`config.mk`:
```
export PLATFORM = sky130hd
export DESIGN_NAME = regfile_scan_reader
export DESIGN_NICKNAME = d
export VERILOG_FILES = /design/src/rtl/proc_scan_pkg.sv /design/src/rtl/scan_idx_counter.sv /design/src/rtl/regfile_scan_reader.sv
export SDC_FILE = /design/constraint.sdc
export NUM_CORES = 1
export LEC_CHECK = 0
export ABC_AREA = 0
export BUFFER_PORTS_ARGS = -buffer_cell sky130_fd_sc_hd__buf_2
export CELL_PAD_IN_SITES_DETAIL_PLACEMENT = 1
export CELL_PAD_IN_SITES_GLOBAL_PLACEMENT = 1
export CORE_MARGIN = 8
export CORE_UTILIZATION = 30
export DETAILED_ROUTE_END_ITERATION = 8
export PLACE_DENSITY_LB_ADDON = 0.1
export SLEW_MARGIN = 15
export SYNTH_ARGS = -nofsm -noshare
export SYNTH_HDL_FRONTEND = slang
export SYNTH_HIERARCHICAL = 1
export SYNTH_SLANG_ARGS = --single-unit
```
`constraint.sdc`:
```
create_clock -name clk -period 2.7 [get_ports clk]
set_input_delay 0.27 -clock clk [delete_from_list [all_inputs] [get_ports clk]]
set_output_delay 0.27 -clock clk [all_outputs]
set_load 0.03 [all_outputs]
```
`src/rtl/proc_scan_pkg.sv`:
```
// Shared widths and FSM encoding for the register-file scan reader.
package proc_scan_pkg;

  localparam int unsigned DATA_W = 32;
  localparam int unsigned ADDR_W = 5;

  typedef enum logic [1:0] {
    IDLE = 2'd0,
    READ = 2'd1,
    HOLD = 2'd2
  } scan_state_e;

endpackage

```
`src/rtl/scan_idx_counter.sv`:
```
// Wrapping register-index counter: loads the scan bounds, steps modulo 2^ADDR_W,
// and flags when the current index equals the latched last index.
module scan_idx_counter #(
  parameter int unsigned ADDR_W = proc_scan_pkg::ADDR_W
) (
  input  logic              clk,
  input  logic              clr_n,
  input  logic              load,
  input  logic              inc,
  input  logic [ADDR_W-1:0] load_first,
  input  logic [ADDR_W-1:0] load_last,
  output logic [ADDR_W-1:0] idx,
  output logic              is_last_c
);

  logic [ADDR_W-1:0] idx_q  = '0;
  logic [ADDR_W-1:0] last_q = '0;

  always_ff @(posedge clk) begin
    if (!clr_n) begin
      idx_q  <= '0;
      last_q <= '0;
    end else if (load) begin
      idx_q  <= load_first;
      last_q <= load_last;
    end else if (inc) begin
      idx_q  <= idx_q + ADDR_W'(1);
    end
  end

  assign idx       = idx_q;
  assign is_last_c = (idx_q == last_q);

endmodule

```
`src/rtl/regfile_scan_reader.sv`:
```
// Walks a register file from first_reg to last_reg (wrapping), presenting one
// registered word per index on a valid/ready port; register 0 always reads zero.
module regfile_scan_reader #(
  parameter int unsigned DATA_W = proc_scan_pkg::DATA_W,
  parameter int unsigned ADDR_W = proc_scan_pkg::ADDR_W
) (
  input  logic              clk,
  input  logic              clr_n,
  input  logic              start,
  input  logic              abort,
  input  logic [ADDR_W-1:0] first_reg,
  input  logic [ADDR_W-1:0] last_reg,
  output logic [ADDR_W-1:0] rd_addr,
  input  logic [DATA_W-1:0] rd_data,
  output logic              out_valid,
  input  logic              out_ready,
  output logic [DATA_W-1:0] out_data,
  output logic [ADDR_W-1:0] out_idx,
  output logic              busy,
  output logic              done
);

  import proc_scan_pkg::*;

  scan_state_e       state_q     = IDLE;
  logic              out_valid_q = 1'b0;
  logic [DATA_W-1:0] out_data_q  = '0;
  logic [ADDR_W-1:0] out_idx_q   = '0;
  logic              busy_q      = 1'b0;
  logic              done_q      = 1'b0;

  logic [ADDR_W-1:0] idx;
  logic              is_last_c;
  logic              load_c;
  logic              inc_c;
  logic              accept_c;

  // Counter strobes share the FSM's priority order: reset, abort, then state.
  assign accept_c = (state_q == HOLD) && out_valid_q && out_ready;
  assign load_c   = clr_n && !abort && (state_q == IDLE) && start;
  assign inc_c    = clr_n && !abort && accept_c && !is_last_c;

  scan_idx_counter #(
    .ADDR_W(ADDR_W)
  ) u_idx (
    .clk       (clk),
    .clr_n     (clr_n),
    .load      (load_c),
    .inc       (inc_c),
    .load_first(first_reg),
    .load_last (last_reg),
    .idx       (idx),
    .is_last_c (is_last_c)
  );

  always_ff @(posedge clk) begin
    if (!clr_n) begin
      state_q     <= IDLE;
      out_valid_q <= 1'b0;
      out_data_q  <= '0;
      out_idx_q   <= '0;
      busy_q      <= 1'b0;
      done_q      <= 1'b0;
    end else begin
      done_q <= 1'b0;
      if (abort) begin
        state_q     <= IDLE;
        out_valid_q <= 1'b0;
        busy_q      <= 1'b0;
      end else begin
        case (state_q)
          IDLE: begin
            if (start) begin
              state_q <= READ;
              busy_q  <= 1'b1;
            end
          end
          READ: begin
            // Register 0 is hardwired to zero whatever the file returns.
            out_data_q  <= (idx == '0) ? '0 : rd_data;
            out_idx_q   <= idx;
            out_valid_q <= 1'b1;
            state_q     <= HOLD;
          end
          HOLD: begin
            if (accept_c) begin
              out_valid_q <= 1'b0;
              if (is_last_c) begin
                done_q  <= 1'b1;
                busy_q  <= 1'b0;
                state_q <= IDLE;
              end else begin
                state_q <= READ;
              end
            end
          end
          default: begin
            state_q     <= IDLE;
            out_valid_q <= 1'b0;
            busy_q      <= 1'b0;
          end
        endcase
      end
    end
  end

  // The counter index is itself a register, so the read port is driven directly.
  assign rd_addr   = idx;
  assign out_valid = out_valid_q;
  assign out_data  = out_data_q;
  assign out_idx   = out_idx_q;
  assign busy      = busy_q;
  assign done      = done_q;

endmodule

```
### After elaboration in Yosys (flattened, before gate mapping)

Cells that the tools add are included.

| word-level totals | value |
|---|---|
| bits in registers | 52 |
| bits in latches | 0 |
| logic and storage cells | 53 |
| output and inout bits | 45 |
| memory bits (read-only) | 0 |
| memories | 0 |
| memory bits (writable) | 0 |
| input bits | 47 |

| cells by class | value |
|---|---|
| reduce and logical (&&, ||, !) cells | 18 |
| order comparisons | 0 |
| $add $sub $neg | 1 |
| eq/ne operators | 6 |
| mux-type cells | 14 |
| bitwise gates (word level) | 6 |
| multiply operators | 0 |
| shifts and indexed selects | 0 |
| div/mod/pow operators | 0 |

Operators with widths:

| kind | count |
|---|---|
| 2-to-1 mux 32 bit | 1 |
| 2-to-1 mux 5 bit | 2 |
| logical AND 1 bit | 7 |
| 2-to-1 mux 1 bit | 6 |
| != test 2 bit (second input constant) | 3 |
| inverter 1 bit | 6 |
| one-hot mux 1 bit (3 select lines) | 2 |
| one-hot mux 2 bit (3 select lines) | 1 |
| AND reduction 2 bit | 3 |
| adder 5 x 1 -> 5 bit (second input constant) | 1 |
| equality test 5 bit | 1 |
| logical NOT 5 bit | 1 |
| 2-to-1 mux 2 bit | 2 |
| AND reduction 4 bit | 1 |
| OR reduction 4 bit | 1 |
| equality test 2 x 1 -> 1 bit (second input constant) | 1 |
| equality test 2 bit (second input constant) | 1 |
| logical NOT 1 bit | 2 |
| logical NOT 2 bit | 1 |
| nonzero test 2 bit | 1 |
| OR reduction 2 bit | 1 |

### Longest topological paths before layout

| depth | value |
|---|---|
| depth after elaboration | 7 |
| mapped depth | 8 |
| gate-level depth less buffers | 8 |

### By module

Netlist, hierarchy kept.

By module, submodules not included:

| module | cells each | times used | sequential area each (um^2) | area an instance (um^2) |
|---|---|---|---|---|
| regfile_scan_reader | 120 | 1 | 840.8 | 1442.6 |
| scan_idx_counter | 50 | 1 | 200.2 | 480.5 |

### Worst setup path before layout

OpenSTA, ideal clock, no wires.

| timing | value |
|---|---|
| kind | reg2reg |
| from | register u_idx.idx_q[0], in the netlist u_idx/idx[0] |
| to | register u_idx.idx_q[1], in the netlist u_idx/idx[1] |
| data arrival time | 2.078 ns |
| setup slack | 0.507 ns |
| data required time | 2.585 ns |
| period minus slack after synthesis | 2.193 ns |
| path buffers | 0 |
| stages on the path, launching flop included | 9 |
| library setup time | 0.115 ns |
| cells stage by stage | dfxtp_1 xnor2_1 nand3_1 nor3_1 nand2b_1 nor4_1 mux2i_1 o21ai_0 and2_1 |

| on the way | value |
|---|---|
| cells in the longest elaborated chain, start to end | 4 |
| elaborated cells between the ends (all ways) | 7 |
| those cells by class | 1 x add/sub; 1 x eq/ne; 2 x mux; 3 x reduce/logical |

RTL lines:

| what | RTL line | source |
|---|---|---|
| start, declared | scan_idx_counter.sv:16 | `logic [ADDR_W-1:0] idx_q = '0;` |
| start signal, assigned | scan_idx_counter.sv:24 | `idx_q <= load_first;` |
| start signal, assigned | scan_idx_counter.sv:27 | `idx_q <= idx_q + ADDR_W'(1);` |
| equality test 5 bit | scan_idx_counter.sv:32 | `assign is_last_c = (idx_q == last_q);` |
| named net is_last_c | regfile_scan_reader.sv:33 | `logic is_last_c;` |
| logical NOT 1 bit | regfile_scan_reader.sv:41 | `assign inc_c = clr_n && !abort && accept_c && !is_last_c;` |
| logical AND 1 bit | regfile_scan_reader.sv:41 |  |
| named net inc_c | regfile_scan_reader.sv:35 | `logic inc_c;` |
| nonzero test 2 bit (no source line) | n/a |  |

The timed path passes the listed nets, and every way through them passes these cells. The select of a mux whose other input is x is not followed.
A chain may end at the register's enable or synchronous reset.

### Worst setup path after layout

| timing | value |
|---|---|
| from | register u_idx.idx_q[3], in the netlist u_idx/idx[3] |
| to | register u_idx.idx_q[4], in the netlist u_idx/idx[4] |

The elaborated chain is that of the path after synthesis.

==> results.txt <==
Clock tree synthesis inserted a total of 5 buffers. For the final non-filler cell total, the log shows 341. Final max-slew violation count: 0. After floorplanning, the core was divided into 29 placement rows. During placement, the flow inserted port buffers numbering 91. Final hold violation count: 0. Depth of the CTS H-tree: 2. The final antenna-violating net count came out at 0.

The height of the chip works out to 96.1 um. Traced cell by cell, the critical path runs through xor2_1 -> nor3_1 -> nand2b_1 -> nor4_1 -> nand4_1 -> xor2_1 -> a21oi_1. The detailed router finished its first iteration with 82 violations.

The die is 96.1 um wide. The logs give 0.541 for the portion of the post-synthesis area used by sequential elements and 0.00796 ns for the clock skew. Average vias per placed instance: 4.76. The via count of the first global-routing pass is 1693, and the proportion of netlist area held by the largest area contributor is 0.541. The tools report the remaining max-slew budget at the tightest pin as 0.380. Reported max-cap violation count: 0. The share of the clock period used by the worst path after layout was 0.846.

For the starting utilization of the core area, the log shows 0.306. The run gives 0.117 as the global routing usage summed across all routing layers. Power spread over the standard cell area amounts to 538 nW/um^2.

The remaining global-route overflow was 0. The area enclosed by the die boundary is 9230 sq um. The clock latency reported for the late side of the worst-skew pair was 0.30 ns. The first TritonRoute pass finished after 4 iterations. Entering global routing, the biggest net connects 33 pins. Along the worst path, the maximum fanout reaches 6.

In this run the deepest clock path goes through 2 buffers. For this block, the via count after detailed routing is 1623. The met1 global-route usage came out at 0.144. The count of final setup violators is 0, and the distinct cell type count after synthesis is 28. Synthesis produced 170 cells. The register bit count reported by yosys was 52; the instance count after placement with tap cells included was 333. In the final timing run, aggregate negative setup slack is 0 ns. The initial antenna violation count was 0; the routability congestion estimate from global placement was 0.730.

The final routed DRC violation total is 0. Among the stages of the critical path, the cell type that occurs most often is sky130_fd_sc_hd__xor2_1. In this run the static leakage power is 0.00116 uW. The number of nets at the end of the flow was 311. The busiest metal layer after global routing was met2. The placed wire-length estimate was 4.05 mm.

The fraction of final layout cells sized beyond drive strength 1 is 0.405. On the worst path, the slowest cell contributes a delay of 0.80 ns. The CTS root buffer was sky130_fd_sc_hd__clkbuf_8. Type of the tightest min-delay check: in -> reg.

The tools report the arrival time reported for the critical path endpoint as 2.52 ns. The flow ran to the end, and the final reports show no timing, DRC or antenna violations. The slowest stage of the critical path belongs to the cell sky130_fd_sc_hd__nor4_1.

The mean instance size in the synthesized netlist was 11.3 sq um; the boundary pin count was 92. STA classifies the critical path startpoint as a register. The area growth from synthesis to layout was 31.6%; the slew at the pin with the worst max-slew slack was 0.921 ns. STA classifies the critical path endpoint as a register.

The logs give 438 MHz for the highest achievable clock rate and 5.30 mm for the final wirelength. The met2 track demand over resource in global routing was 0.190; the number of hold buffers added after cts was 0. TritonCTS built the clock tree. The logs give 0.0374 for the met3 capacity usage during global routing and 6280 sq um for the floorplan core area. The worst setup path is of the reg -> reg kind. The mean routed wirelength per cell was 15.5 um; the endpoint required time on the critical path was 2.93 ns.

For the total clock sinks, the log shows 52. The repair_antennas step left the layout with diodes totalling 0. Setup repair after global routing left no endpoint under its margin. For the largest voltage drop on the vdd net, the log shows 236 uV. The largest total area in the synthesized netlist belongs to sky130_fd_sc_hd__dfxtp_1. The total number of yosys warnings came out at 6. The smallest clock period supported by the final layout is computed as 2.28 ns. Once the clock tree was built, the resizer swapped 0 gates to a different size. The first global-routing pass estimated 8.56 mm of wire. In this run the post-CTS setup repair buffer count came out at 0.

For the end-of-flow core utilization, the log shows 0.403. Ranked by total cell area, the synthesized netlist is headed by sky130_fd_sc_hd__dfxtp_1 54%, sky130_fd_sc_hd__a22o_1 15%, sky130_fd_sc_hd__mux2i_1 5.7%. The number of nets produced by synthesis is 218. The cell area after synthesis is 1920 sq um, and the clock transition at the register clock pins on the worst setup and hold paths after CTS is 0.10 ns.
[sequential cells by signal, indices dropped and copies added, names as in the netlist]
name and cells:
busy 1, done 1, out_data 32, out_idx 5, out_valid 1, state_q 2
u_idx/idx 5, u_idx/last_q 5
[metal layers]
metal,vias up,share of wire
li1,794,-
met1,779,0.43
met5,-,0
met2,44,0.49
met3,6,0.073
met4,0,0.010
[logic make-up after synthesis]
group / after synthesis / synth area share
flops: 52 / 0.541
compound gates: 45 / 0.185
simple gates: 39 / 0.123
buf+inv: 13 / 0.0455
mux: 11 / 0.0573
xor+xnor: 9 / 0.0410
fa+ha+maj: 1 / 0.00651
[layout by cell type, fill, tap and decap left out]
cell type                   netlist  final
sky130_fd_sc_hd__a21oi_1          5      5
sky130_fd_sc_hd__a2bb2oi_1        1      1
sky130_fd_sc_hd__a22o_1          32     32
sky130_fd_sc_hd__inv_1            3      3
sky130_fd_sc_hd__nor3b_1          1      1
sky130_fd_sc_hd__clkbuf_8         0      5
sky130_fd_sc_hd__nor4_1           3      3
sky130_fd_sc_hd__nor2b_2          1      1
sky130_fd_sc_hd__xor2_1           5      5
sky130_fd_sc_hd__ha_1             1      1
sky130_fd_sc_hd__xnor2_1          4      4
sky130_fd_sc_hd__clkinv_4         0      1
sky130_fd_sc_hd__nor3b_4          1      1
sky130_fd_sc_hd__o21ai_0          6      6
sky130_fd_sc_hd__buf_2            4     91
sky130_fd_sc_hd__nand4_1          2      2
sky130_fd_sc_hd__and2_1           2      2
sky130_fd_sc_hd__nor2_1           3      3
sky130_fd_sc_hd__a211oi_4         0      1
sky130_fd_sc_hd__buf_4            1      5
sky130_fd_sc_hd__nand3b_1         2      2
sky130_fd_sc_hd__nand2b_1         4      4
sky130_fd_sc_hd__nand3_1          2      2
sky130_fd_sc_hd__dfxtp_1         52     52
sky130_fd_sc_hd__nor3_1           3      3
sky130_fd_sc_hd__nor2b_1         10     10
sky130_fd_sc_hd__clkinv_2         0      2
sky130_fd_sc_hd__mux2i_1         11     11
sky130_fd_sc_hd__nand2_1          5      5
[cells in the mapped netlist]
cell                        count
sky130_fd_sc_hd__a22o_1        32
sky130_fd_sc_hd__dfxtp_1       52
sky130_fd_sc_hd__nor2b_1       10
sky130_fd_sc_hd__a2bb2oi_1      1
sky130_fd_sc_hd__nor3b_1        1
sky130_fd_sc_hd__inv_1          3
sky130_fd_sc_hd__xor2_1         5
sky130_fd_sc_hd__nor3_1         3
sky130_fd_sc_hd__nand2_1        5
sky130_fd_sc_hd__ha_1           1
sky130_fd_sc_hd__nand4_1        2
sky130_fd_sc_hd__nor2_1         3
sky130_fd_sc_hd__clkbuf_1       1
sky130_fd_sc_hd__a21oi_1        5
sky130_fd_sc_hd__nand3b_1       2
sky130_fd_sc_hd__xnor2_1        4
sky130_fd_sc_hd__o21ai_0        6
sky130_fd_sc_hd__mux2i_1       11
sky130_fd_sc_hd__nand3_1        2
sky130_fd_sc_hd__nor4_1         3
sky130_fd_sc_hd__buf_2          4
sky130_fd_sc_hd__a211oi_2       1
sky130_fd_sc_hd__and2_1         2
sky130_fd_sc_hd__nor2b_2        1
sky130_fd_sc_hd__nand2b_1       4
sky130_fd_sc_hd__nor3b_4        1
sky130_fd_sc_hd__buf_4          1
sky130_fd_sc_hd__buf_6          4
[through the flow]
step	instance area, sq um	power [uW]	setup slack (ns)	hold slack [ns]
floorplan	1920	887	0.507	0.392
global placement	2440	944	0.417	0.455
detailed placement	2440	945	0.378	0.458
CTS	2530	1400	0.356	0.158
global route	2530	1440	0.126	0.150
finish	2530	1360	0.415	0.170
[path summary, 6_finish.rpt]
kind,startpoint,endpoint,slack (ns),cells past startpoint
min reg2reg,out_data[7],out_data[7],0.48,1
max reg2reg,u_idx/idx[3],u_idx/idx[4],0.42,7
max,u_idx/idx[3],u_idx/idx[4],0.42,7
min,rd_data[10],out_data[10],0.17,2
[area by class of cell]
type | count | area, sq um
Multi-Input combinational cell | 105 | 802
Clock inverter | 3 | 18.8
Sequential cell | 52 | 1040
Timing Repair Buffer | 96 | 493
Tap cell | 77 | 96.3
Fill cell | 749 | 3750
Clock buffer | 5 | 68.8
Inverter | 3 | 11.3
[power breakdown]
| group | internal (uW) | switching (uW) | total [uW] |
|---|---|---|---|
| Sequential | 780 | 13.7 | 794 |
| Clock | 181 | 257 | 438 |
| Combinational | 59.1 | 71.7 | 131 |
| Total | 1020 | 342 | 1360 |
[critical path: cells and delay by family (launching register included)]
family | cells | cell delay [ns]
AND/OR/NAND/NOR | 4 | 1.25
flip-flops | 1 | 0.48
XOR/XNOR | 2 | 0.36
AO/OA/AOI/OAI | 1 | 0.14
(Power assumes the default switching activity.)
